### config.mk
export PLATFORM = sky130hd
export DESIGN_NAME = pipeline_debug_ctrl_flat
export DESIGN_NICKNAME = d
export VERILOG_FILES = /design/src/rtl/pipeline_debug_pkg.sv /design/src/rtl/pipeline_debug_ctrl_if.sv /design/src/rtl/dbg_sat_counter.sv /design/src/rtl/pipeline_debug_ctrl.sv /design/src/flat_wrapper.sv
export SDC_FILE = /design/constraint.sdc
export NUM_CORES = 1
export LEC_CHECK = 0
export CORE_ASPECT_RATIO = 0.7
export CORE_MARGIN = 2
export CORE_UTILIZATION = 30
export CTS_BUF_LIST = sky130_fd_sc_hd__clkbuf_4 sky130_fd_sc_hd__clkbuf_8
export CTS_CLUSTER_DIAMETER = 30
export DETAILED_ROUTE_END_ITERATION = 6
export GPL_TIMING_DRIVEN = 0
export PLACE_DENSITY = 0.65
export RECOVER_POWER = 100
export SYNTH_ARGS = -nofsm -noshare
export SYNTH_HDL_FRONTEND = slang
export SYNTH_SLANG_ARGS = --single-unit
### constraint.sdc
create_clock -name clk -period 4 [get_ports clk]
set_input_delay 0.6 -clock clk [delete_from_list [all_inputs] [get_ports clk]]
set_output_delay 0.6 -clock clk [all_outputs]
set_load 0.005 [all_outputs]
### src/rtl/pipeline_debug_pkg.sv
// Shared definitions for the pipeline debug sequencer.
// Contents: state encoding (ST_*), debug command opcodes (CMD_*), default widths.
package pipeline_debug_pkg;

  localparam int CNT_W_DEF  = 32;
  localparam int STEP_W_DEF = 16;

  typedef enum logic [1:0] {
    ST_IDLE = 2'b00,
    ST_RUN  = 2'b01,
    ST_STEP = 2'b10,
    ST_DONE = 2'b11
  } state_t;

  typedef enum logic [1:0] {
    CMD_RUN   = 2'b00,
    CMD_STEP  = 2'b01,
    CMD_HALT  = 2'b10,
    CMD_CLEAR = 2'b11
  } cmd_t;

endpackage

### src/rtl/pipeline_debug_ctrl_if.sv
// Debug front-end command channel (valid/ready handshake).
// Signals: cmd_valid, cmd_ready, cmd_op[1:0], cmd_arg[STEP_W-1:0].
// Modports: master = debug front end, slave = pipeline_debug_ctrl.
interface pipeline_debug_ctrl_if
  import pipeline_debug_pkg::*;
#(
  parameter int STEP_W = STEP_W_DEF
);
  logic              cmd_valid;
  logic              cmd_ready;
  logic [1:0]        cmd_op;
  logic [STEP_W-1:0] cmd_arg;

  modport master (output cmd_valid, output cmd_op, output cmd_arg, input cmd_ready);
  modport slave  (input cmd_valid, input cmd_op, input cmd_arg, output cmd_ready);
endinterface

### src/rtl/dbg_sat_counter.sv
// Saturating up-counter with synchronous clear.
// Ports: clk, rst (sync, active-high), inc (count enable), clr (zero, wins over inc),
//        count[W-1:0] (holds at all-ones once reached).
module dbg_sat_counter #(
  parameter int W = 32
) (
  input  logic         clk,
  input  logic         rst,
  input  logic         inc,
  input  logic         clr,
  output logic [W-1:0] count
);

  always_ff @(posedge clk) begin
    if (rst || clr) begin
      count <= '0;
    end else if (inc && (count != '1)) begin
      count <= count + W'(1);
    end
  end

endmodule

### src/rtl/pipeline_debug_ctrl.sv
// Run/halt/single-step sequencer driving the common stop_debug freeze of the
// 5-stage pipeline, plus a saturating executed-cycle counter.
// Optional feature macro: PIPELINE_DEBUG_BREAKPOINT_EN (PC breakpoint compare,
// bp_skip resume suppression and bp_hit pulse). Undefined: pc_in/bp_addr/bp_en
// are ignored and bp_hit is tied low.
// Ports:
//   clk, rst           clock, synchronous active-high reset
//   cmd                command channel (slave modport), cmd_ready is always 1
//   halt_detected      HALT opcode in WB this cycle
//   pc_in, bp_addr, bp_en  breakpoint compare inputs
//   stop_debug         registered freeze for all stage registers
//   state_o            00 IDLE, 01 RUN, 10 STEP, 11 DONE
//   cycle_count        unfrozen cycles since reset/CLEAR (saturating)
//   done_pulse, bp_hit, cmd_err  one-cycle event pulses
module pipeline_debug_ctrl
  import pipeline_debug_pkg::*;
#(
  parameter int CNT_W  = CNT_W_DEF,
  parameter int STEP_W = STEP_W_DEF
) (
  input  logic               clk,
  input  logic               rst,
  pipeline_debug_ctrl_if.slave cmd,
  input  logic               halt_detected,
  input  logic [31:0]        pc_in,
  input  logic [31:0]        bp_addr,
  input  logic               bp_en,
  output logic               stop_debug,
  output logic [1:0]         state_o,
  output logic [CNT_W-1:0]   cycle_count,
  output logic               done_pulse,
  output logic               bp_hit,
  output logic               cmd_err
);

  state_t            state, state_nxt;
  logic [STEP_W-1:0] step_cnt, step_nxt;
  logic              stop_nxt, done_nxt, err_nxt;
  logic              running;
  logic              cmd_clear;
  logic              bp_stop;

  assign cmd.cmd_ready = 1'b1;
  assign running       = (state == ST_RUN) || (state == ST_STEP);
  // CLEAR reaches the counter even when an event wins the FSM arbitration.
  assign cmd_clear     = cmd.cmd_valid && (cmd.cmd_op == CMD_CLEAR);
  assign state_o       = state;

`ifdef PIPELINE_DEBUG_BREAKPOINT_EN
  logic bp_skip, bp_skip_nxt, bp_match;

  assign bp_match = bp_en && (pc_in == bp_addr);
  // Program halt outranks the breakpoint; bp_skip lets the first cycle of a
  // resumed RUN pass the address it stopped on.
  assign bp_stop  = (state == ST_RUN) && !halt_detected && bp_match && !bp_skip;

  always_comb begin
    bp_skip_nxt = bp_skip;
    if (bp_stop) begin
      bp_skip_nxt = 1'b1;
    end else if (state == ST_RUN) begin
      bp_skip_nxt = 1'b0;
    end
  end

  always_ff @(posedge clk) begin
    if (rst) begin
      bp_skip <= 1'b0;
      bp_hit  <= 1'b0;
    end else begin
      bp_skip <= bp_skip_nxt;
      bp_hit  <= bp_stop;
    end
  end
`else
  logic unused_bp;
  assign unused_bp = ^{pc_in, bp_addr, bp_en};
  assign bp_stop   = 1'b0;
  assign bp_hit    = 1'b0;
`endif

  // Arbitration order: halt_detected > breakpoint > step expiry > command.
  // A command that loses is consumed silently (no cmd_err).
  always_comb begin
    state_nxt = state;
    step_nxt  = step_cnt;
    done_nxt  = 1'b0;
    err_nxt   = 1'b0;

    if (state == ST_STEP) begin
      step_nxt = step_cnt - STEP_W'(1);
    end

    if (running && halt_detected) begin
      state_nxt = ST_DONE;
      done_nxt  = 1'b1;
    end else if (bp_stop) begin
      state_nxt = ST_IDLE;
    end else if ((state == ST_STEP) && (step_cnt == STEP_W'(1))) begin
      state_nxt = ST_IDLE;
    end else if (cmd.cmd_valid) begin
      case (state)
        ST_IDLE: begin
          if (cmd.cmd_op == CMD_RUN) begin
            state_nxt = ST_RUN;
          end else if (cmd.cmd_op == CMD_STEP) begin
            state_nxt = ST_STEP;
            // A zero step count still advances one cycle.
            step_nxt  = (cmd.cmd_arg == '0) ? STEP_W'(1) : cmd.cmd_arg;
          end
        end
        ST_RUN, ST_STEP: begin
          if (cmd.cmd_op == CMD_HALT) begin
            state_nxt = ST_IDLE;
          end else if ((cmd.cmd_op == CMD_RUN) || (cmd.cmd_op == CMD_STEP)) begin
            err_nxt = 1'b1;
          end
        end
        default: begin
          if (cmd.cmd_op == CMD_CLEAR) begin
            state_nxt = ST_IDLE;
          end else begin
            err_nxt = 1'b1;
          end
        end
      endcase
    end

    stop_nxt = (state_nxt == ST_IDLE) || (state_nxt == ST_DONE);
  end

  always_ff @(posedge clk) begin
    if (rst) begin
      state      <= ST_IDLE;
      stop_debug <= 1'b1;
      step_cnt   <= '0;
      done_pulse <= 1'b0;
      cmd_err    <= 1'b0;
    end else begin
      state      <= state_nxt;
      stop_debug <= stop_nxt;
      step_cnt   <= step_nxt;
      done_pulse <= done_nxt;
      cmd_err    <= err_nxt;
    end
  end

  dbg_sat_counter #(
    .W (CNT_W)
  ) u_cycle_cnt (
    .clk   (clk),
    .rst   (rst),
    .inc   (!stop_debug),
    .clr   (cmd_clear),
    .count (cycle_count)
  );

endmodule

### src/flat_wrapper.sv
// flat-port wrapper written by rule: the top's interface ports become plain ports
module pipeline_debug_ctrl_flat import pipeline_debug_pkg::*;
#(
  parameter int CNT_W  = CNT_W_DEF,
  parameter int STEP_W = STEP_W_DEF
)
  (clk, rst, halt_detected, pc_in, bp_addr, bp_en, stop_debug, state_o, cycle_count, done_pulse, bp_hit, cmd_err, cmd_cmd_valid, cmd_cmd_op, cmd_cmd_arg, cmd_cmd_ready);
  pipeline_debug_ctrl_if #(.STEP_W(STEP_W)) cmd_i ();
  input  logic clk;
  input  logic rst;
  input  logic halt_detected;
  input  logic [31:0] pc_in;
  input  logic [31:0] bp_addr;
  input  logic bp_en;
  output logic stop_debug;
  output logic [1:0] state_o;
  output logic [CNT_W-1:0] cycle_count;
  output logic done_pulse;
  output logic bp_hit;
  output logic cmd_err;
  input wire logic [$bits(cmd_i.cmd_valid)-1:0] cmd_cmd_valid;
  input wire logic [$bits(cmd_i.cmd_op)-1:0] cmd_cmd_op;
  input wire logic [$bits(cmd_i.cmd_arg)-1:0] cmd_cmd_arg;
  output wire logic [$bits(cmd_i.cmd_ready)-1:0] cmd_cmd_ready;
  assign cmd_i.cmd_valid = cmd_cmd_valid;
  assign cmd_i.cmd_op = cmd_cmd_op;
  assign cmd_i.cmd_arg = cmd_cmd_arg;
  assign cmd_cmd_ready = cmd_i.cmd_ready;
  pipeline_debug_ctrl #(.CNT_W(CNT_W), .STEP_W(STEP_W)) u_core (.clk(clk), .rst(rst), .cmd(cmd_i), .halt_detected(halt_detected), .pc_in(pc_in), .bp_addr(bp_addr), .bp_en(bp_en), .stop_debug(stop_debug), .state_o(state_o), .cycle_count(cycle_count), .done_pulse(done_pulse), .bp_hit(bp_hit), .cmd_err(cmd_err));
endmodule
# Word-level counts from Yosys, hierarchy flattened
# Cells that the tools add are included.
[word_totals]
ff_bits = 53
input_bits = 87
output_inout_bits = 39
wordCells = 53
[op_classes]
add_sub_neg = 2
n_eq_ne = 8
n_mux = 21
bitwise = 1
n_reduce_logical = 15
[op_table]
columns = ["cell", "n"]
rows = [
  ["16-bit two-way mux", 8],
  ["32-bit by 1-bit adder with 32-bit output, second input constant", 1],
  ["32-bit != test, second input constant", 1],
  ["16-bit by 1-bit equality test with 1-bit output, second input constant", 1],
  ["16-bit zero test", 1],
  ["16-bit by 1-bit subtractor with 16-bit output, second input constant", 1],
  ["2-bit two-way mux", 7],
  ["2-bit equality test, second input constant", 4],
  ["2-bit zero test", 3],
  ["2-bit by 1-bit equality test with 1-bit output, second input constant", 2],
  ["1-bit logical AND", 4],
  ["1-bit logical OR", 4],
  ["1-bit two-way mux", 4],
  ["2-bit case mux with 2 select lines", 1],
  ["4-bit OR reduction", 1],
  ["1-bit case mux with 2 select lines", 1],
  ["2-bit OR reduction", 1],
  ["1-bit zero test", 1],
  ["1-bit NOT", 1],
]

# Depth between registers and ports, before layout
[logic_depth]
word_depth = 9
mapped_depth = 8
ltp_nobuf = 7

# By module
# From an unflattened synthesis, not the netlist that was laid out.
[hier_totals]
hier_cells = 337
area_unflattened_um2 = 3040.4
[by_module_without_submodules]
columns = ["module", "instances", "cells_per_inst", "area_each_um2", "seq_area_each_um2"]
rows = [
  ["dbg_sat_counter", 1, 189, 1681.6, 640.6],
  ["pipeline_debug_ctrl", 1, 148, 1358.8, 420.4],
]

# Worst setup path after synthesis
# Ideal clock, no wire load.
[synth_path]
kind = "reg2reg"
startpoint = "reg u_core.state[0], in the netlist u_core.state_o[0]"
endpoint = "reg u_core.stop_debug"
setup_ps = 120
arrival_time_ps = 1925
required_ps = 3880
path_slack_ps = 1955
stages_incl_launch_ff = 8
n_path_buf = 0
synth_period_minus_slack_ps = 2045
cell_sequence = "dfxtp_1 > inv_1 > ha_1 > or4b_2 > o2111ai_1 > nand2_1 > a21o_1 > a211o_1"
[synth_between]
elab_chain_cells = 8
elab_cells_between_ends = 18
classes_between = "eq/ne: 3; mux: 8; reduce/logical: 7"
[synth_rtl]
columns = ["element", "line", "source"]
rows = [
  ["start: declaration", "pipeline_debug_ctrl.sv:36", "state_t state, state_nxt;"],
  ["start signal: assignment", "pipeline_debug_ctrl.sv:140", "state <= state_nxt;"],
  ["2-bit equality test (tied with other cells)", "pipeline_debug_ctrl.sv:44, pipeline_debug_ctrl.sv:99, pipeline_debug_ctrl.sv:102", ""],
  ["2-bit OR reduction or 2-bit two-way mux (tied branches)", "--", ""],
  ["2-bit case mux with 2 select lines", "pipeline_debug_ctrl.sv:102", "case (state)"],
  ["2-bit two-way mux", "pipeline_debug_ctrl.sv:101", "end else if (cmd.cmd_valid) begin"],
  ["2-bit two-way mux", "pipeline_debug_ctrl.sv:99", "end else if ((state == ST_STEP) && (step_cnt == STEP_W'(1))) begin"],
  ["2-bit two-way mux (*)", "pipeline_debug_ctrl.sv:94", "if (running && halt_detected) begin"],
  ["2-bit equality test or 2-bit zero test (tied branches)", "pipeline_debug_ctrl.sv:129", "stop_nxt = (state_nxt == ST_IDLE) || (state_nxt == ST_DONE);"],
  ["1-bit logical OR (*)", "pipeline_debug_ctrl.sv:129", ""],
  ["end signal: assignment", "pipeline_debug_ctrl.sv:141", "stop_debug <= stop_nxt;"],
  ["end: declaration", "pipeline_debug_ctrl.sv:28", "output logic stop_debug,"],
]
# Mark *: on every way between the ends. The rest lies on a longest branch, timed or not.
# A chain may end at the register's enable or synchronous reset.

# Final worst setup path
[layout_path]
startpoint = "reg u_core.u_cycle_cnt.count[19]"
endpoint = "reg u_core.u_cycle_cnt.count[29]"
[layout_between]
elab_chain_cells = 2
elab_cells_between_ends = 3
classes_between = "add/sub: 1; eq/ne: 1; reduce/logical: 1"
[layout_rtl]
columns = ["element", "line", "source"]
rows = [
  ["start: declaration", "dbg_sat_counter.sv:11", "output logic [W-1:0] count"],
  ["start signal: assignment", "dbg_sat_counter.sv:18", "count <= count + W'(1);"],
  ["branches (longest 2 deep; another with 32-bit by 1-bit adder with 32-bit output)", "--", ""],
]
# Several ways; the timed one is not identified.

==> key figures <==
Worst setup path
  – CP max-delay cell: nor4_1
  – CP cell instances: nand4_1 > nor4_1 > a2111o_1 > clkbuf_1 > o21ai_0 > a21oi_1
  – Worst reg2reg setup slack: 1.35 ns
  – CP peak stage delay: a little under 0.9 ns
  – Worst EP required: 4.23 ns
  – Type of origin of the critical path: flip-flop
  – Worst EP arrival: roughly 2.9 ns
  – RR Startpoint: u_core.u_cycle_cnt.count[19]$_SDFFE_PP0P_
  – CP Capture Type: flip-flop
  – CP Max Fanout: 10
  – Worst Reg-to-Reg Cells: 6
  – Worst flop-to-flop path endpoint: u_core.u_cycle_cnt.count[29]$_SDFFE_PP0P_
  – Kind of critical path: reg2reg

STA
  – Final WS setup: between 1 and 1.5 ns
  – Final Hold Viols: 0
  – RSZ-0062 raised after global routing: no
  – Final clock skew: about 0.013 ns
  – Setup TNS Final: 0 ns
  – Max_slew headroom: 32.17%
  – Final worst path period share: 66.21%
  – Tightest Pin Transition: 1.003 ns
  – Max Clock Freq: between 300 and 400 MHz
  – Final setup viols: 0
  – Tmin final: ~2.6 ns
  – Max Slew Vio Count: 0

Finish
  – Layout net count: between 400 and 500
  – Antenna Cells: 0
  – Most frequent cells in the layout: dfxtp_1, dlygate4sd3_1, nand2_1
  – Fillers: around 940
  – Post-Route Utilization: between 40% and 50%
  – Syn-to-layout area delta: 28.83%
  – Share of cells above drive strength 1: between 5 and 6%
  – Area of the multi-input gates: around 1700 um^2
  – Sequential cell area: 1061 um^2
  – Most common cell after layout, fill and taps aside: dfxtp_1

Synthesis
  – Syn Inst Count: between 300 and 400
  – Async SR Flop Fraction: 0%
  – Most used DFF post-synth: dfxtp_1
  – Post-synthesis register bit count: between 50 and 60
  – Yosys warnings: 0
  – Mean area per synthesized cell: ~8.3 um^2
  – Post-synth EDFFs: 0
  – Seq/Total Area, Yosys: between 30% and 40%
  – Mapped cell area: 2834 um^2
  – Yosys cell types: 58
  – Net Count, Synth: 433

Clock tree
  – CTS Hold Bufs: 0
  – CTS max path bufs: 2
  – CTS tree: done
  – CTS sink count: 53
  – Post-CTS resize count: 0
  – Clock-pin slew on the worst setup and hold paths: ~0.10 ns
  – Skew-Pair Late Insertion Delay: roughly 0.3 ns
  – Post-CTS Setup Inserts: 0
  – H-tree levels: 2
  – CTS Buf Count: 5
  – Root buf cell: clkbuf_8

Pwr
  – Tot Pwr: about 1.6 mW
  – Leak: 1.295 nW
  – Logic pwr share: roughly 36%
  – Sw Ratio: between 30% and 40%
  – Clock power frac: between 10% and 20%
  – Sw power: approximately 0.55 mW
  – Internal: 1.046 mW
  – VDD IR max: 0.1575 mV
  – Power Density: 438.5 nW/um^2
  – Seq pwr share: between 40% and 50%

Hold path
  – Hold WC Path Type: reg2reg
  – Hold Path End: u_core.u_cycle_cnt.count[16]$_SDFFE_PP0P_
  – Hold Startpoint: u_core.u_cycle_cnt.count[16]$_SDFFE_PP0P_
  – Hold Path Stages: 2

Die
  – Core Area: 9107 um^2
  – DIE AREA: around 10000 um^2
  – Die Height: 85.32 um
  – Die width: between 100 and 150 um
  – Placement Rows: 29
  – Effective utilization at floorplan: a little under a third
  – Ports: roughly 130

Global route
  – Met1 usage: 22.30%
  – Initial antenna violation count: 0
  – GRT Total Usage: between 10% and 20%
  – Global route hottest layer: met1
  – Largest net degree at the start of global routing: 16
  – Remaining global-route overflow: 0
  – Number of global-route vias before repair: ~2500
  – GR Util met2: 21.13%
  – GR Util met3: 2.554%
  – First-pass GRT wire length: 12300 um

Run
  – Max-cap violations: 0

Place
  – PortBufs: slightly below 60
  – Dpl ws: around 1.3 ns
  – HPWL after detailed placement: ~5700 um
  – GP Congestion: about 0.80

Routing
  – DRC viols: 0
  – Antenna-violating nets left: 0
  – DR iter-0 viols: 160
  – DRT Pass-1 Iters: 5
  – Via/cell ratio: around 5.1
  – Via count: between 2000 and 3000
  – Total length of routed wires: around 7400 um
  – WL per Instance: around 14 um

Outcome
  – Status: finished, final reports clean
power groups by stage:
stage               registers, mW  logic [mW]  clock network, mW
floorplan                   0.698       0.427                  0
global placement            0.713       0.576                  0
detailed placement          0.718       0.586                  0
CTS                         0.707       0.591              0.321
global route                0.721       0.646              0.342
finish                      0.708       0.583              0.310
layout make-up:
type                       instances  area share, %
multi-input combinational        265          45.78
tap                              124          4.249
sequential                        53          29.06
buffer                            14          1.714
clock buffer                       6          2.262
clock inverter                     1         0.2056
timing repair buffer              58          15.90
inverter                           8         0.8225
sequential cells by signal, summed over array words and instances, names as in the netlist:
register / flops
u_core.u_cycle_cnt.count: 32
u_core.state_o: 2
u_core.stop_debug: 1
u_core.done_pulse: 1
u_core.step_cnt: 16
u_core.cmd_err: 1
synth_stat cells (2+ instances only):
library cell,number,area [um^2]
nor4_1,9,56.30
nand2_1,31,116.4
or4_1,7,52.55
a21o_1,2,15.01
nor2b_1,2,12.51
o41ai_1,2,17.52
ha_1,6,75.07
dfxtp_1,53,1061
or3_1,18,112.6
xnor2_1,14,122.6
nor2_1,30,112.6
nor4b_1,2,17.52
a31o_2,2,17.52
nor3_1,7,35.03
or2_2,2,12.51
nand2b_1,5,31.28
a21oi_1,27,135.1
a311oi_1,2,17.52
nand4_1,8,50.05
mux2i_1,3,30.03
clkbuf_1,7,26.28
or3b_2,2,17.52
o31ai_1,5,37.54
and2_1,3,18.77
inv_1,8,30.03
conb_1,2,7.510
o21ai_0,18,90.09
and4_1,4,35.03
a211oi_1,15,112.6
and3_1,2,12.51
buf_2,4,20.02
buf_4,2,15.01
xor2_1,4,35.03
nand3b_1,2,15.01
nand3_1,7,35.03
worst max-delay path by stage:
stage	slack, ns	start	end
2_1_floorplan	1.95	u_core.state_o[0]$_SDFF_PP0_	u_core.stop_debug$_SDFF_PP1_
3_3_place_gp	1.33	cmd_cmd_op[1]	u_core.step_cnt[12]$_SDFF_PP0_
3_5_place_dp	1.31	cmd_cmd_op[1]	u_core.step_cnt[10]$_SDFF_PP0_
4_1_cts	1.42	u_core.state_o[0]$_SDFF_PP0_	u_core.step_cnt[11]$_SDFF_PP0_
5_1_grt	1.16	u_core.u_cycle_cnt.count[18]$_SDFFE_PP0P_	u_core.u_cycle_cnt.count[25]$_SDFFE_PP0P_
6_report	1.35	u_core.u_cycle_cnt.count[19]$_SDFFE_PP0P_	u_core.u_cycle_cnt.count[29]$_SDFFE_PP0P_
cells by family after synthesis:
| group | share of synthesized area (%) |
|---|---|
| simple gates | 30.24 |
| compound gates | 19.03 |
| flops | 37.44 |
| buf+inv | 3.355 |
| xor+xnor | 5.563 |
| fa+ha+maj | 2.649 |
| mux | 1.457 |
| other cells | 0.2650 |
through the flow:
step                cell area, um^2  instances  hold WS (ns)
floorplan                      2834        340        0.4640
global placement               3570        522        0.4785
global route                   3651        529        0.5106
finish                         3651        529        0.4980
CTS                            3660        529        0.5068
detailed placement             3570        522        0.4911
layer usage:
layer | wire [um] | share of wire [%]
met1 | 4012 | 54
met2 | 2983 | 40
met4 | 76 | 1.0
met3 | 365 | 4.9
met5 | 0 | 0
worst max-delay path, delay by kind of cell, from the launching register on:
| family | cells | cell delay (ns) |
|---|---|---|
| AOI/OAI and AO/OA | 3 | 0.67 |
| buffers and inverters | 1 | 0.36 |
| DFF | 1 | 0.43 |
| and+or+nand+nor | 2 | 1.10 |
Note: power is estimated with default switching activity, not from simulation.
